`src/rtl/sw_debounce_pkg.sv`:
```
// Shared types and cycle-count helper for the push-switch debouncer.
// Pure declarations: no logic, no latency, no flow control.
package sw_debounce_pkg;

  typedef enum logic [1:0] {
    RELEASED     = 2'd0,
    PRESS_WAIT   = 2'd1,
    PRESSED      = 2'd2,
    RELEASE_WAIT = 2'd3
  } sw_db_state_e;

  // Truncating divide first keeps 27 MHz * 1000 ms inside a 32-bit int.
  function automatic int ms_to_cyc(input int clk_hz, input int ms);
    return (clk_hz / 1000) * ms;
  endfunction

endpackage

```
`src/rtl/sw_debounce_if.sv`:
```
// Switch bundle between the board pins and the debouncer; master drives raw switches.
// Outputs are registered levels and single-cycle pulses; no backpressure exists.
interface sw_debounce_if #(
  parameter int N_SW = 2
);

  logic [N_SW-1:0] sw_n;
  logic [N_SW-1:0] sw_level;
  logic [N_SW-1:0] sw_press;
  logic [N_SW-1:0] sw_release;
  logic [N_SW-1:0] sw_long;

  modport master (
    output sw_n,
    input  sw_level,
    input  sw_press,
    input  sw_release,
    input  sw_long
  );

  modport slave (
    input  sw_n,
    output sw_level,
    output sw_press,
    output sw_release,
    output sw_long
  );

endinterface

```
`src/rtl/sw_debounce_ch.sv`:
```
// One switch channel: 2-FF sync, debounce FSM, optional hold counter (SW_LONGPRESS_EN).
// Level/press change 2+DB_CYC edges after a stable input change; free-running, no backpressure.
module sw_debounce_ch
  import sw_debounce_pkg::*;
#(
  parameter int DB_CYC = 4
`ifdef SW_LONGPRESS_EN
  , parameter int LONG_CYC = 20
`endif
) (
  input  logic clk,
  input  logic rst,
  input  logic sw_n,
  output logic level,
  output logic press_p,
  output logic release_p,
  output logic long_p
);

  localparam int              DB_W    = $clog2(DB_CYC + 1);
  localparam logic [DB_W-1:0] DB_LAST = DB_W'(DB_CYC - 1);

  logic [1:0]      sync_q;
  logic            sync_on;
  sw_db_state_e    state_q;
  sw_db_state_e    state_d;
  logic [DB_W-1:0] cnt_q;
  logic [DB_W-1:0] cnt_d;
  logic            press_q;
  logic            press_d;
  logic            release_q;
  logic            release_d;

  always_ff @(posedge clk) begin
    if (rst) begin
      sync_q    <= 2'b00;
      state_q   <= RELEASED;
      cnt_q     <= '0;
      press_q   <= 1'b0;
      release_q <= 1'b0;
    end else begin
      sync_q    <= {sync_q[0], ~sw_n};
      state_q   <= state_d;
      cnt_q     <= cnt_d;
      press_q   <= press_d;
      release_q <= release_d;
    end
  end

  assign sync_on = sync_q[1];

  always_comb begin
    state_d   = state_q;
    cnt_d     = cnt_q;
    press_d   = 1'b0;
    release_d = 1'b0;
    case (state_q)
      RELEASED: begin
        cnt_d = '0;
        if (sync_on) begin
          state_d = PRESS_WAIT;
        end
      end
      PRESS_WAIT: begin
        if (!sync_on) begin
          state_d = RELEASED;
          cnt_d   = '0;
        end else if (cnt_q == DB_LAST) begin
          state_d = PRESSED;
          cnt_d   = '0;
          press_d = 1'b1;
        end else begin
          cnt_d = cnt_q + 1'b1;
        end
      end
      PRESSED: begin
        cnt_d = '0;
        if (!sync_on) begin
          state_d = RELEASE_WAIT;
        end
      end
      RELEASE_WAIT: begin
        // A bounce back to pressed is not an event; level never dropped.
        if (sync_on) begin
          state_d = PRESSED;
          cnt_d   = '0;
        end else if (cnt_q == DB_LAST) begin
          state_d   = RELEASED;
          cnt_d     = '0;
          release_d = 1'b1;
        end else begin
          cnt_d = cnt_q + 1'b1;
        end
      end
      default: begin
        state_d = RELEASED;
        cnt_d   = '0;
      end
    endcase
  end

  assign level     = (state_q == PRESSED) || (state_q == RELEASE_WAIT);
  assign press_p   = press_q;
  assign release_p = release_q;

`ifdef SW_LONGPRESS_EN
  localparam int                HOLD_W    = $clog2(LONG_CYC + 1);
  localparam logic [HOLD_W-1:0] HOLD_LAST = HOLD_W'(LONG_CYC - 1);
  localparam logic [HOLD_W-1:0] HOLD_SAT  = HOLD_W'(LONG_CYC);

  logic [HOLD_W-1:0] hold_q;
  logic [HOLD_W-1:0] hold_d;
  logic              long_q;
  logic              long_d;

  // Parking at LONG_CYC keeps the pulse to one per hold.
  always_comb begin
    hold_d = '0;
    long_d = 1'b0;
    if (state_q == PRESSED) begin
      long_d = (hold_q == HOLD_LAST);
      hold_d = (hold_q == HOLD_SAT) ? hold_q : hold_q + 1'b1;
    end
  end

  always_ff @(posedge clk) begin
    if (rst) begin
      hold_q <= '0;
      long_q <= 1'b0;
    end else begin
      hold_q <= hold_d;
      long_q <= long_d;
    end
  end

  assign long_p = long_q;
`else
  assign long_p = 1'b0;
`endif

endmodule

```
`src/rtl/sw_debounce.sv`:
```
// N_SW-channel push-switch debouncer; SW_LONGPRESS_EN adds the long-press pulse.
// Events land 2+DB_CYC edges after a stable input change; no backpressure.
module sw_debounce
  import sw_debounce_pkg::*;
#(
  parameter int N_SW        = 2,
  parameter int CLK_HZ      = 27_000_000,
  parameter int DEBOUNCE_MS = 10,
  parameter int LONG_MS     = 1000
) (
  input  logic          clk,
  input  logic          rst,
  sw_debounce_if.slave  sw
);

  localparam int DB_CYC   = ms_to_cyc(CLK_HZ, DEBOUNCE_MS);
  localparam int LONG_CYC = ms_to_cyc(CLK_HZ, LONG_MS);

  if (DB_CYC < 1 || LONG_CYC < 1) begin : g_cfg_err
    $error("sw_debounce: debounce and long-press times must be at least one clock");
  end

  for (genvar i = 0; i < N_SW; i++) begin : g_ch
    sw_debounce_ch #(
      .DB_CYC   (DB_CYC)
`ifdef SW_LONGPRESS_EN
      , .LONG_CYC (LONG_CYC)
`endif
    ) u_ch (
      .clk       (clk),
      .rst       (rst),
      .sw_n      (sw.sw_n[i]),
      .level     (sw.sw_level[i]),
      .press_p   (sw.sw_press[i]),
      .release_p (sw.sw_release[i]),
      .long_p    (sw.sw_long[i])
    );
  end

endmodule

```
`src/flat_wrapper.sv`:
```
// flat-port wrapper written by rule: the top's interface ports become plain ports
module sw_debounce_flat import sw_debounce_pkg::*;
#(
  parameter int N_SW        = 2,
  parameter int CLK_HZ      = 27_000_000,
  parameter int DEBOUNCE_MS = 10,
  parameter int LONG_MS     = 1000
)
  (clk, rst, sw_sw_n, sw_sw_level, sw_sw_press, sw_sw_release, sw_sw_long);
  sw_debounce_if #(.N_SW(N_SW)) sw_i ();
  input  logic clk;
  input  logic rst;
  input wire logic [$bits(sw_i.sw_n)-1:0] sw_sw_n;
  output wire logic [$bits(sw_i.sw_level)-1:0] sw_sw_level;
  output wire logic [$bits(sw_i.sw_press)-1:0] sw_sw_press;
  output wire logic [$bits(sw_i.sw_release)-1:0] sw_sw_release;
  output wire logic [$bits(sw_i.sw_long)-1:0] sw_sw_long;
  assign sw_i.sw_n = sw_sw_n;
  assign sw_sw_level = sw_i.sw_level;
  assign sw_sw_press = sw_i.sw_press;
  assign sw_sw_release = sw_i.sw_release;
  assign sw_sw_long = sw_i.sw_long;
  sw_debounce #(.N_SW(N_SW), .CLK_HZ(CLK_HZ), .DEBOUNCE_MS(DEBOUNCE_MS), .LONG_MS(LONG_MS)) u_core (.clk(clk), .rst(rst), .sw(sw_i));
endmodule
```
`config.mk`:
```
export PLATFORM = sky130hd
export DESIGN_NAME = sw_debounce_flat
export DESIGN_NICKNAME = d
export VERILOG_FILES = /design/src/rtl/sw_debounce_pkg.sv /design/src/rtl/sw_debounce_if.sv /design/src/rtl/sw_debounce_ch.sv /design/src/rtl/sw_debounce.sv /design/src/flat_wrapper.sv
export SDC_FILE = /design/constraint.sdc
export NUM_CORES = 1
export LEC_CHECK = 0
export ABC_AREA = 1
export CAP_MARGIN = 20
export CORE_MARGIN = 1
export CORE_UTILIZATION = 54
export DETAILED_ROUTE_END_ITERATION = 12
export PLACE_DENSITY = 0.76
export SLEW_MARGIN = 5
export SYNTH_ARGS = -nofsm -noshare
export SYNTH_HDL_FRONTEND = slang
export SYNTH_SLANG_ARGS = --single-unit
export TNS_END_PERCENT = 10
```
`constraint.sdc`:
```
create_clock -name clk -period 1.4 [get_ports clk]
set_input_delay 0.42 -clock clk [delete_from_list [all_inputs] [get_ports clk]]
set_output_delay 0.42 -clock clk [all_outputs]
set_load 0.01 [all_outputs]
```
Word-level counts from Yosys, hierarchy flattened:

Index checks and enable logic that the tools add are counted.

* bits of input ports: 4
* word-level logic and storage cells: 72
* output and inout bits: 8
* register bits: 50

* bitwise operators: 8
* reduce and logical (&&, ||, !) cells: 12
* eq/ne operators: 16
* add/subtract/negate cells: 2
* mux-type cells: 24

Operator list (count)
* two-way mux 19 bit: 6
* one-hot mux 19 bit (3 select lines): 2
* adder 19 x 1 -> 19 bit, second input constant: 2
* equality test 19 bit, second input constant: 2
* two-way mux 2 bit: 12
* one-hot mux 2 bit (4 select lines): 2
* inequality test 3 bit, second input constant: 4
* OR reduction 3 bit: 4
* equality test 2 bit, second input constant: 4
* inequality test 2 bit, second input constant: 4
* NOT 1 bit: 8
* AND reduction 4 bit: 2
* equality test 2 x 1 -> 1 bit, second input constant: 2
* logical NOT 2 bit: 2
* OR reduction 2 bit: 2
* logical OR 1 bit: 2
* two-way mux 1 bit: 2

Depth between registers and ports, before layout:

* word-level depth: 4
* mapped depth: 11

Cells and area by module:

From an unflattened synthesis, not the netlist that was laid out.

* cell total of the unflattened synthesis: 350
* area total of the unflattened synthesis: 2466.1 um2

By module, submodules not included
* sw_debounce_ch at u_core.g_ch[1].u_ch: area each 1242.4 um2, sequential area each 500.5 um2, cells each 178, instances 1
* sw_debounce_ch at u_core.g_ch[0].u_ch: area each 1223.7 um2, sequential area each 500.5 um2, cells each 172, instances 1

Worst setup path after synthesis:

OpenSTA, ideal clock, no wires.

* kind: register to register
* start: register u_core.g_ch[0].u_ch.cnt_q[0]
* end: register u_core.g_ch[0].u_ch.cnt_q[12]
* arrival: 1368 ps
* cell stages (with the launch flop): 8
* path slack: -85 ps
* buffers on the path: 1
* setup time: 117 ps
* path through: dfxtp_1 ha_1 nand3_2 nor2_1 nand3_2 nand3_4 buf_12 nor2_2

* cells in the longest elaborated chain, start to end: 4

RTL lines
* start: declaration: RTL line sw_debounce_ch.sv:27 `logic [DB_W-1:0] cnt_q;`
* start signal: assignment: RTL line sw_debounce_ch.sv:44 `cnt_q <= cnt_d;`
* adder 19 x 1 -> 19 bit / equality test 19 bit (equally long branches)
* two-way mux 19 bit (*): RTL line sw_debounce_ch.sv:68, sw_debounce_ch.sv:87
* two-way mux 19 bit (on tied branches): RTL line sw_debounce_ch.sv:84, sw_debounce_ch.sv:65
* one-hot mux 19 bit (3 select lines) (*): RTL line sw_debounce_ch.sv:57 `case (state_q)`

Every way passes the cells marked *; elsewhere a longest branch is shown, timed or not.
A chain may end at the register's enable or synchronous reset.

Final worst setup path:

* start: register u_core.g_ch[1].u_ch.cnt_q[0]
* end: register u_core.g_ch[1].u_ch.cnt_q[18]

* cells in the longest elaborated chain, start to end: 4

RTL lines (RTL line)
* start: declaration: sw_debounce_ch.sv:27
* start signal: assignment: sw_debounce_ch.sv:44
* adder 19 x 1 -> 19 bit / equality test 19 bit (equally long branches)
* two-way mux 19 bit (*): sw_debounce_ch.sv:68, sw_debounce_ch.sv:87
* two-way mux 19 bit (on tied branches): sw_debounce_ch.sv:84, sw_debounce_ch.sv:65
* one-hot mux 19 bit (3 select lines) (*): sw_debounce_ch.sv:57

Marks and branches as above.

==> reports/results.txt <==
Reg-to-reg critical path endpoint: u_core.g_ch[1].u_ch.cnt_q[18]$_SDFF_PP0_. The share of cells above drive strength 1 is 0.2467, and the number of max-slew violations in the final report is 0. For the total standard cell area after synthesis, the log shows 2551 um^2.

Wires add up to 5196 um. The netlist uses 37 different library cells. The number of sinks on the clock net was 50. The run gives 0 as the total overflow reported by the global router. Worst flop-to-flop path startpoint: u_core.g_ch[1].u_ch.cnt_q[0]$_SDFF_PP0_.

Setup repair after global routing could not meet its margin everywhere. The average instance in the mapped netlist occupies 7.289 um^2. The global-route wire length before repair is 8638 um.

The final worst-path cycle share came out at 0.9816. The die is 70.74 um tall. STA puts the critical path data arrival time at 1.60 ns. The complex-gate fraction of the synthesized area was 0.03090; the sequential area share after synthesis was 0.3923. The total number of H-tree levels was 2; the async set or reset register ratio after synthesis was 0.

Setup slack of the worst register-to-register path: 0.03 ns. The most critical setup path has its endpoint at u_core.g_ch[1].u_ch.cnt_q[18]$_SDFF_PP0_. The max-capacitance violation count was 0. The run finished, with violations left. Traced cell by cell, the critical path runs through ha_4, nand3_4, nor2_4, nand4_4, nor2_4, nand4_1, nand2_1, inv_1. The critical setup path kind is flop to flop. At the later pin of the worst-skew pair, clock insertion delay measures 0.31 ns. The adder and majority cell fraction of the synthesized area works out to 0.009809. In this design, the critical path's most frequently occurring cell is nor2_4. The mux contribution to synthesized area was 0.

The dominant combinational cell family by area after synthesis is simple AND/OR/NAND/NOR gates. Routability-driven placement finished with a final weighted congestion of 0.9329. Initial standard-cell utilization of the core: 0.5740.

The run gives 114 as the initial detailed-routing violation count. Post-synthesis share of cell area spent on and, or, nand and nor gates: 0.3977. For the yosys synthesis warning count, the log shows 0.

The number of buffer and inverter stages on the critical path came out at 1. The worst setup path is launched from a flop. Compared with the post-synthesis result, the final layout area differs by 18.93%.

0 antenna diodes ended up in the layout. The clock transition at the registers of the reported paths was 0.09 ns. In this run the clock root is driven by a clkbuf_8. The longest clock path from root to sink contains 2 buffers.

The number of instances in the synthesized netlist is 350. The kind of path behind the tightest hold check was flop to flop. The predominant post-synthesis flop cell is dfxtp_1. The die covers 5003 um^2. Among cell families on the critical path, the largest total delay comes from simple AND/OR/NAND/NOR gates. Entering global routing, the biggest net connects 19 pins. For the post-cts hold buffer count, the log shows 0. The cell area power density was 813.6 nW/um^2; the cell count of the worst reg-to-reg path was 8. Across the routed clock network, the largest skew measured is 0.007903 ns.

TritonCTS built the clock tree. Once detail routing completed, the nets flagged for antenna violations numbered 0. After floorplanning, the core was divided into 24 placement rows.

After detailed routing, the number of vias per cell comes to 5.139. For the final number of hold-violating endpoints, the log shows 0. The number of antenna violations at the first check in global routing was 0; the number of buffers added by the clock tree synthesis step was 5. The layout net count is 386, and the number of enable-type register cells in the synthesized netlist is 0. The delay of the slowest critical-path stage was 0.37 ns. The worst-case IR drop observed on VDD is 0.0006100 V. The worst setup slack after layout was 0.02582 ns; the share of the synthesized netlist area taken by xor and xnor gates was 0.06523.

The library cells used most frequently in the layout, excluding fill and tap cells, are nor2_1, nand2_1, inv_1, dfxtp_1, buf_4. The number of detailed-routing iterations run before antenna repair came out at 8. The checks that failed: DRC. The library cell used most frequently in the layout, excluding fill and tap cells, is nor2_1.

The run gives 0 as the number of setup violations in the final report. The global router's overall resource usage came out at 0.2135. In this run the worst path has a maximum fanout of 5. The die is 70.74 um wide. The wire-length estimate of the detail-placed layout is 3831 um. I/O pin count: 12. The tools report the timing startpoint of the critical path as u_core.g_ch[1].u_ch.cnt_q[0]$_SDFF_PP0_.

The static leakage power came out at 1.080 nW. In this run the tool buffered the top-level ports with 9 buffer cells. Summing over every cut layer, the via total after detailed routing is 2225. The number of DRC violations after detailed routing was 2. The pre-CTS worst setup slack is -0.2238 ns. The final core utilization was 0.6827; the clock period minus worst slack was 1.374 ns. The total area inside the core boundary comes to 4444 um^2. In this run the number of cells on the critical path is 8.

The tools report the type of destination of the critical path as a flop. The slowest stage of the critical path is the dfxtp_4 cell. The via count of the first global-routing pass came out at 2068. For the worst setup path, the data required time is 1.62 ns.

Counting flops and latches in the post-synthesis netlist gives 50. The average wire per cell in the routed design is 12.00 um. Timing would allow up to 727.7 MHz.
-- sequential cells by signal (all words and copies together), names as in the netlist, named ones only --
signal	count
u_core.g_ch.u_ch.release_p	2
u_core.g_ch.u_ch.cnt_q	38
u_core.g_ch.u_ch.state_q	2
u_core.g_ch.u_ch.press_p	2
u_core.g_ch.u_ch.sync_q	4
-- synthesized netlist by cell type (2+ instances only) --
cell | count | share of area
nor2_1 | 71 | 0.10
nand2_1 | 62 | 0.091
dfxtp_1 | 50 | 0.39
inv_1 | 39 | 0.057
nand3_1 | 18 | 0.035
xor2_1 | 16 | 0.055
nor2_2 | 14 | 0.034
nor3_1 | 11 | 0.022
nand4_1 | 9 | 0.022
buf_4 | 8 | 0.024
a21oi_1 | 7 | 0.014
nand2_2 | 4 | 0.0098
nor3_2 | 4 | 0.016
nand3_2 | 3 | 0.012
nor3b_1 | 3 | 0.0088
xnor2_1 | 3 | 0.010
clkbuf_1 | 2 | 0.0029
ha_1 | 2 | 0.0098
inv_2 | 2 | 0.0029
nand3_4 | 2 | 0.014
nor2_4 | 2 | 0.0088
nor4_1 | 2 | 0.0049
o21ai_0 | 2 | 0.0039
-- how the worst min path moves through the flow --
stage | startpoint | to | slack (ns) | cells after the start
final | u_core.g_ch[0].u_ch.sync_q[0]$_SDFF_PP0_ | u_core.g_ch[0].u_ch.sync_q[1]$_SDFF_PP0_ | 0.41 | 2
after global routing | u_core.g_ch[0].u_ch.sync_q[0]$_SDFF_PP0_ | u_core.g_ch[0].u_ch.sync_q[1]$_SDFF_PP0_ | 0.43 | 2
after CTS | u_core.g_ch[0].u_ch.sync_q[0]$_SDFF_PP0_ | u_core.g_ch[0].u_ch.sync_q[1]$_SDFF_PP0_ | 0.41 | 2
after detailed placement | u_core.g_ch[0].u_ch.sync_q[0]$_SDFF_PP0_ | u_core.g_ch[0].u_ch.sync_q[1]$_SDFF_PP0_ | 0.40 | 2
after global placement | u_core.g_ch[0].u_ch.sync_q[0]$_SDFF_PP0_ | u_core.g_ch[0].u_ch.sync_q[1]$_SDFF_PP0_ | 0.39 | 2
after floorplan | u_core.g_ch[0].u_ch.sync_q[0]$_SDFF_PP0_ | u_core.g_ch[0].u_ch.sync_q[1]$_SDFF_PP0_ | 0.39 | 2
-- tightest hold or removal path: cells and delay by family (launching register included) --
kind                   cells  cell delay, ns
buffers and inverters      1            0.04
flip-flops                 1            0.31
AND/OR/NAND/NOR            1            0.03
-- cell type report --
cell class | count | area (um^2)
multi-input combinational | 246 | 1386
fill | 360 | 1410
inverter | 42 | 157.7
sequential | 50 | 1027
timing repair buffer | 35 | 302.8
clock inverter | 2 | 12.51
clock buffer | 6 | 82.58
tap | 52 | 65.06
-- timing repair --
action                                  4_1_cts  5_1_grt
endpoints found under the setup margin       27       39
gates resized for setup                       9       31
pin swaps                                     1        6
buffers inserted                              0        2
-- per-stage QoR --
step	power [mW]	TNS, ns	instances	hold WS [ns]	cell area [um^2]
floorplan	1.590	-0.006326	351	0.3883	2571
global placement	1.625	-7.332	423	0.3889	2828
detailed placement	1.631	-8.013	423	0.3958	2828
CTS	2.486	-0.006055	431	0.4105	2927
global route	2.556	-0.2925	433	0.4272	3034
finish	2.469	0	433	0.4096	3034
-- routing by layer --
metal	vias to the layer above	share of wire	track usage
met2	56	0.47	0.3611
met4	0	0.019	0.09556
met1	1009	0.46	0.2642
li1	1149	-	-
met5	-	0	0
met3	11	0.043	0.04131
-- cells by family after synthesis --
kind of cell    count (synthesis)
other cells                     1
xor+xnor                       19
fa+ha+maj                       2
compound gates                 14
flops                          50
buf+inv                        55
simple gates                  209
-- power breakdown --
part,internal [mW],switching (mW)
registers,1.44,0.0181
logic,0.0595,0.0734
clock network,0.398,0.483
(Power assumes the default switching activity.)
